==> config.mk <==
export PLATFORM = sky130hd
export DESIGN_NAME = bomb_countdown_timer_flat
export DESIGN_NICKNAME = d
export VERILOG_FILES = /design/src/rtl/bomb_countdown_timer_if.sv /design/src/rtl/bomb_countdown_timer.sv /design/src/flat_wrapper.sv
export SDC_FILE = /design/constraint.sdc
export NUM_CORES = 1
export LEC_CHECK = 0
export CAP_MARGIN = 5
export CORE_ASPECT_RATIO = 0.75
export CORE_UTILIZATION = 45
export CTS_CLUSTER_DIAMETER = 200
export CTS_CLUSTER_SIZE = 12
export DETAILED_ROUTE_END_ITERATION = 6
export PLACE_DENSITY = 0.88
export SLEW_MARGIN = 40
export SYNTH_ARGS = -nofsm -noshare
export SYNTH_HDL_FRONTEND = slang
export SYNTH_SLANG_ARGS = --single-unit
==> constraint.sdc <==
create_clock -name clk -period 2.3 [get_ports clk]
set_input_delay 0.345 -clock clk [delete_from_list [all_inputs] [get_ports clk]]
set_output_delay 0.345 -clock clk [all_outputs]
set_load 0.01 [all_outputs]
==> src/rtl/bomb_countdown_timer_if.sv <==
// Control/status bundle of the bomb countdown core: load/start/defuse inputs
// and the BCD time, tries and cue/flag outputs.
interface bomb_countdown_timer_if;
  logic        load;
  logic [3:0]  load_min;
  logic [6:0]  load_sec;
  logic        start;
  logic [15:0] code_in;
  logic        code_valid;
  logic [3:0]  min_bcd;
  logic [6:0]  sec_bcd;
  logic [2:0]  tries_left;
  logic        sec;
  logic        LSB;
  logic        u10;
  logic        bomb;
  logic        defused;

  modport master (
    output load, load_min, load_sec, start, code_in, code_valid,
    input  min_bcd, sec_bcd, tries_left, sec, LSB, u10, bomb, defused
  );

  modport slave (
    input  load, load_min, load_sec, start, code_in, code_valid,
    output min_bcd, sec_bcd, tries_left, sec, LSB, u10, bomb, defused
  );
endinterface

==> src/rtl/bomb_countdown_timer.sv <==
// Game countdown core: counts M:SS down in BCD once armed, evaluates defuse
// codes and raises sticky bomb/defused flags plus sec/LSB/u10 beep cues.
module bomb_countdown_timer #(
  parameter int unsigned TICK_DIV  = 1000,
  parameter int unsigned INIT_MIN  = 3,
  parameter int unsigned INIT_SEC  = 0,
  parameter logic [15:0] CODE      = 16'h1234,
  parameter int unsigned MAX_TRIES = 3
) (
  input  logic                   clk,
  input  logic                   rst,
  bomb_countdown_timer_if.slave  bus
);

  localparam logic [1:0] S_IDLE     = 2'd0;
  localparam logic [1:0] S_ARMED    = 2'd1;
  localparam logic [1:0] S_DEFUSED  = 2'd2;
  localparam logic [1:0] S_EXPLODED = 2'd3;

  localparam int unsigned PW         = $clog2(TICK_DIV);
  localparam logic [PW-1:0] P_LAST   = PW'(TICK_DIV - 1);
  localparam logic [PW-1:0] P_HALF   = PW'(TICK_DIV / 2);
  localparam logic [3:0] INIT_M      = 4'(INIT_MIN);
  localparam logic [2:0] INIT_T      = 3'(INIT_SEC / 10);
  localparam logic [3:0] INIT_U      = 4'(INIT_SEC % 10);
  localparam logic [2:0] INIT_TRIES  = 3'(MAX_TRIES);

  logic [1:0]    state_q, state_d;
  logic [3:0]    min_q, min_d;
  logic [2:0]    tens_q, tens_d;
  logic [3:0]    units_q, units_d;
  logic [PW-1:0] presc_q, presc_d;
  logic [2:0]    tries_q, tries_d;
  logic          bomb_q, bomb_d;
  logic          defused_q, defused_d;

  logic          tick;
  logic          time_zero;
  logic          dec_zero;
  logic          load_ok;
  logic          code_ok;
  logic [3:0]    dec_min;
  logic [2:0]    dec_tens;
  logic [3:0]    dec_units;

  // One-second BCD decrement with borrow across units, tens and minutes
  always_comb begin
    dec_min   = min_q;
    dec_tens  = tens_q;
    dec_units = units_q;
    if (units_q != 4'd0) begin
      dec_units = units_q - 4'd1;
    end else begin
      dec_units = 4'd9;
      if (tens_q != 3'd0) begin
        dec_tens = tens_q - 3'd1;
      end else begin
        dec_tens = 3'd5;
        dec_min  = min_q - 4'd1;
      end
    end
  end

  assign tick      = (state_q == S_ARMED) && (presc_q == P_LAST);
  assign time_zero = (min_q == 4'd0) && (tens_q == 3'd0) && (units_q == 4'd0);
  assign dec_zero  = (min_q == 4'd0) && (tens_q == 3'd0) && (units_q == 4'd1);
  assign load_ok   = (bus.load_min <= 4'd9) && (bus.load_sec[6:4] <= 3'd5) &&
                     (bus.load_sec[3:0] <= 4'd9);
  assign code_ok   = bus.code_valid && (bus.code_in == CODE);

  // Next-state: FSM, time, prescaler, tries and sticky flags
  always_comb begin
    state_d   = state_q;
    min_d     = min_q;
    tens_d    = tens_q;
    units_d   = units_q;
    presc_d   = '0;
    tries_d   = tries_q;
    bomb_d    = bomb_q;
    defused_d = defused_q;
    case (state_q)
      S_IDLE: begin
        if (bus.load && load_ok) begin
          min_d   = bus.load_min;
          tens_d  = bus.load_sec[6:4];
          units_d = bus.load_sec[3:0];
        end
        if (bus.start && !time_zero) begin
          state_d = S_ARMED;
        end
      end
      S_ARMED: begin
        presc_d = tick ? '0 : presc_q + PW'(1);
        // A correct code beats a coincident final decrement; time is not
        // decremented on that edge.
        if (code_ok) begin
          state_d   = S_DEFUSED;
          defused_d = 1'b1;
          presc_d   = '0;
        end else begin
          if (tick && !time_zero) begin
            min_d   = dec_min;
            tens_d  = dec_tens;
            units_d = dec_units;
          end
          if (bus.code_valid) begin
            tries_d = (tries_q == 3'd0) ? 3'd0 : tries_q - 3'd1;
          end
          if ((tick && dec_zero) || (bus.code_valid && tries_q == 3'd1)) begin
            state_d = S_EXPLODED;
            bomb_d  = 1'b1;
            presc_d = '0;
          end
        end
      end
      default: begin
      end
    endcase
  end

  // State registers with synchronous reset
  always_ff @(posedge clk) begin
    if (rst) begin
      state_q   <= S_IDLE;
      min_q     <= INIT_M;
      tens_q    <= INIT_T;
      units_q   <= INIT_U;
      presc_q   <= '0;
      tries_q   <= INIT_TRIES;
      bomb_q    <= 1'b0;
      defused_q <= 1'b0;
    end else begin
      state_q   <= state_d;
      min_q     <= min_d;
      tens_q    <= tens_d;
      units_q   <= units_d;
      presc_q   <= presc_d;
      tries_q   <= tries_d;
      bomb_q    <= bomb_d;
      defused_q <= defused_d;
    end
  end

  assign bus.min_bcd    = min_q;
  assign bus.sec_bcd    = {tens_q, units_q};
  assign bus.tries_left = tries_q;
  assign bus.sec        = (state_q == S_ARMED) && (presc_q < P_HALF);
  assign bus.LSB        = units_q[0];
  assign bus.u10        = (state_q == S_ARMED) && (min_q == 4'd0) && (tens_q == 3'd0);
  assign bus.bomb       = bomb_q;
  assign bus.defused    = defused_q;

endmodule

==> src/flat_wrapper.sv <==
// flat-port wrapper written by rule: the top's interface ports become plain ports
module bomb_countdown_timer_flat 
#(
  parameter int unsigned TICK_DIV  = 1000,
  parameter int unsigned INIT_MIN  = 3,
  parameter int unsigned INIT_SEC  = 0,
  parameter logic [15:0] CODE      = 16'h1234,
  parameter int unsigned MAX_TRIES = 3
)
  (clk, rst, bus_load, bus_load_min, bus_load_sec, bus_start, bus_code_in, bus_code_valid, bus_min_bcd, bus_sec_bcd, bus_tries_left, bus_sec, bus_LSB, bus_u10, bus_bomb, bus_defused);
  bomb_countdown_timer_if bus_i ();
  input  logic clk;
  input  logic rst;
  input wire logic [$bits(bus_i.load)-1:0] bus_load;
  input wire logic [$bits(bus_i.load_min)-1:0] bus_load_min;
  input wire logic [$bits(bus_i.load_sec)-1:0] bus_load_sec;
  input wire logic [$bits(bus_i.start)-1:0] bus_start;
  input wire logic [$bits(bus_i.code_in)-1:0] bus_code_in;
  input wire logic [$bits(bus_i.code_valid)-1:0] bus_code_valid;
  output wire logic [$bits(bus_i.min_bcd)-1:0] bus_min_bcd;
  output wire logic [$bits(bus_i.sec_bcd)-1:0] bus_sec_bcd;
  output wire logic [$bits(bus_i.tries_left)-1:0] bus_tries_left;
  output wire logic [$bits(bus_i.sec)-1:0] bus_sec;
  output wire logic [$bits(bus_i.LSB)-1:0] bus_LSB;
  output wire logic [$bits(bus_i.u10)-1:0] bus_u10;
  output wire logic [$bits(bus_i.bomb)-1:0] bus_bomb;
  output wire logic [$bits(bus_i.defused)-1:0] bus_defused;
  assign bus_i.load = bus_load;
  assign bus_i.load_min = bus_load_min;
  assign bus_i.load_sec = bus_load_sec;
  assign bus_i.start = bus_start;
  assign bus_i.code_in = bus_code_in;
  assign bus_i.code_valid = bus_code_valid;
  assign bus_min_bcd = bus_i.min_bcd;
  assign bus_sec_bcd = bus_i.sec_bcd;
  assign bus_tries_left = bus_i.tries_left;
  assign bus_sec = bus_i.sec;
  assign bus_LSB = bus_i.LSB;
  assign bus_u10 = bus_i.u10;
  assign bus_bomb = bus_i.bomb;
  assign bus_defused = bus_i.defused;
  bomb_countdown_timer #(.TICK_DIV(TICK_DIV), .INIT_MIN(INIT_MIN), .INIT_SEC(INIT_SEC), .CODE(CODE), .MAX_TRIES(MAX_TRIES)) u_core (.clk(clk), .rst(rst), .bus(bus_i));
endmodule
==> results.md <==
* Post-synth EDFFs at 0
* Largest stage delay, worst path at 0.53 ns
* PD cells at 480 mW/mm^2
* Vias in the first global route at 1,725
* Chip width at 73.6 um
* Number of buffers created by CTS at 3
* Dpl hpwl at 3530 um
* Crit path cell chain: nor3_1 > and3_1 > clkdlybuf4s50_1
* Syn_area_per_cell at 8.16 sq um
* Starting density of the core at 47.2%
* IO Port Bufs at 50
* Peak supply drop at 0.450 mV
* Final clock skew at 0.00932 ns
* DRC errors left at 0
* Global route hottest layer: met2
* Hold WC Path Type: reg -> reg
* Worst-case clock buffer depth at 2
* Syn_nets at 249
* Worst EP required at 1.96 ns
* CP max-delay cell: clkdlybuf4s50_1
* ANT cells at 0
* Most frequent cell after synthesis: dfxtp_1
* Core ar. at 0.00366 sq mm
* CTS tree: yes
* Io pins at 51
* Tot GR Track Use at 23.2%
* TritonRoute pass-1 iters at 5
* Fin crit period at 2.23 ns
* Met2 usage in global routing at 38.1%
* Main area contributors after synthesis: dfxtp_1 32%, nor2_1 5.6%, ha_1 3.6%
* RSZ-0062 raised after global routing: false
* FF-to-FF path depth at 8
* Final period util at 96.8%
* Die Y at 55.7 um
* Detail Route Antenna Nets at 0
* Worst Setup Start Kind: register
* Synth top area share at 32.4%
* Worst-margin pin slew at 0.530 ns
* Initial antenna violation count at 0
* WP data arrival at 1.88 ns
* Global-route wire length before repair at 7560 um
* Row cnt at 19
* # hold bufs at CTS at 0
* Leak Pwr at 0.962 nW
* Overflow after GRT at 0
* F_max at 449 MHz
* Yosys top cell by area: dfxtp_1
* Skew-Pair Late Insertion Delay at 0.28 ns
* Largest net degree at the start of global routing at 17
* Endpoints failing setup at 0
* Ys flop type: dfxtp_1
* Final GP Congestion at 0.844
* Final WL at 4680 um
* Grt met3 use at 5.62%
* Total die area at 0.00410 sq mm
* Layout cell share with drive strength beyond 1 at 12.0%
* Dpl ws at -0.129 ns
* Root Buffer: clkbuf_8
* Area grow syn2layout at 42.8%
* Crit path max fanout at 8
* DR iter-0 viols at 156
* MaxCap Viol Count at 0
* Fraction of registers with async set/reset at 0%
* Clk slew on worst S/H paths at 0.10 ns
* Final Hold Viols at 0
* H-tree level count at 1
* Slew HR at 64.4%
* Status: completed
* Met1 Resource Use GR at 30.7%
* Synth warnings at 0
* WS Path Type: reg -> out
* Netlist cell types at 54
* Final Net Count at 313
* Max Slew Vio Count at 0
* Post-layout util at 67.4%
* Most frequent cells after synthesis: 28 x dfxtp_1, 26 x nor2_1, 15 x nand2_1, 12 x nand3_1, 11 x nor3_1
* Via density at 5.71
* Hold depth at 1
* # fillers at 309
* Wire per inst at 14.3 um
* Worst Setup End Kind: primary output
* Post-synthesis register bit count at 28
* Mapped Area at 0.00173 sq mm
* Clock Sinks at 28
* Syn Inst Count at 212
* Post-route worst setup slack at 0.0733 ns
* Sequential element share of the synthesized area at 32.4%
* Via count of the routed design at 1,867
## per-layer routing
| metal | vias up | wire, um |
|---|---|---|
| met2 | 92 | 2190 |
| met3 | 4 | 380 |
| met1 | 865 | 2060 |
| met4 | 0 | 51 |
| met5 | - | 0 |
| li1 | 906 | - |
## path summary, 6_finish.rpt
check / end / slack [ns] / from
worst min-delay path: u_core.presc_q[0] / 0.45 / u_core.presc_q[0]
worst max register to register: u_core.bus.min_bcd[3] / 0.18 / u_core.bus.min_bcd[0]
worst min register to register: u_core.presc_q[0] / 0.45 / u_core.presc_q[0]
worst max-delay path: bus_u10 / 0.07 / u_core.tens_q[0]
## power by group
part	switching, mW	internal, mW	leakage [nW]
Combinational	0.116	0.146	0.698
Clock	0.160	0.233	0.0357
Sequential	0.0268	0.504	0.228
Total	0.303	0.882	0.962
## state kept, by name, summed over array words and instances (netlist names)
signal / count
u_core.units_q: 4
u_core.presc_q: 10
u_core.bus.bomb: 1
u_core.bus.tries_left: 3
u_core.state_q: 2
u_core.tens_q: 3
u_core.bus.min_bcd: 4
u_core.bus.defused: 1
## metrics by stage
stage,instances,cell area [sq um],hold WS (ns),power (mW),TNS (ns)
floorplan,212,1730,0.418,0.658,0
global placement,323,2390,0.429,0.793,-0.240
detailed placement,323,2390,0.436,0.798,-0.940
CTS,327,2460,0.451,1.18,0
global route,327,2470,0.462,1.23,0
finish,327,2470,0.451,1.19,0
## cell families (layout without fill, tap and decap cells)
group,count (synthesis),after routing,synth area share [%]
mux,5,5,2.89
flops,28,28,32.4
compound gates,48,48,19.9
fa+ha+maj,5,5,3.62
buf+inv,18,81,4.99
xor+xnor,8,8,4.05
simple gates,100,100,32.1
## worst max-delay path: cells and delay by family (launching register included)
| family | cells | cell delay [ns] |
|---|---|---|
| buffers and inverters | 1 | 0.53 |
| DFF | 1 | 0.40 |
| and+or+nand+nor | 2 | 0.67 |
## final cells by class
class	instances	area [sq um]	share of cell area [%]
multi-input cells	166	1090	44.0
inverters	9	33.8	1.37
well taps	52	65.1	2.64
flip-flops and latches	28	561	22.7
clock buffers	3	41.3	1.67
clock inverters	1	30.0	1.22
repair buffers	68	651	26.4
## cell usage in the layout, fill, tap and decap left out, drive strengths merged, types with 4 or more instances in the layout
cell type      count
clkdlybuf4s50     49
a31oi              8
and3               4
ha                 5
nand3             12
mux2i              5
o31ai              4
xnor2              4
nor2              26
a21oi              4
o21a               5
nand2             15
dfxtp             28
or3                5
o21ai              7
nor3              12
buf               18
inv                8
xor2               4
## what timing repair did
item                                    CTS  global route
gates resized for setup                   0             2
endpoints found under the setup margin    0             2
hold endpoints to repair                  0             0
setup buffers                             0             0
Note: power is estimated with default switching activity, not from simulation.
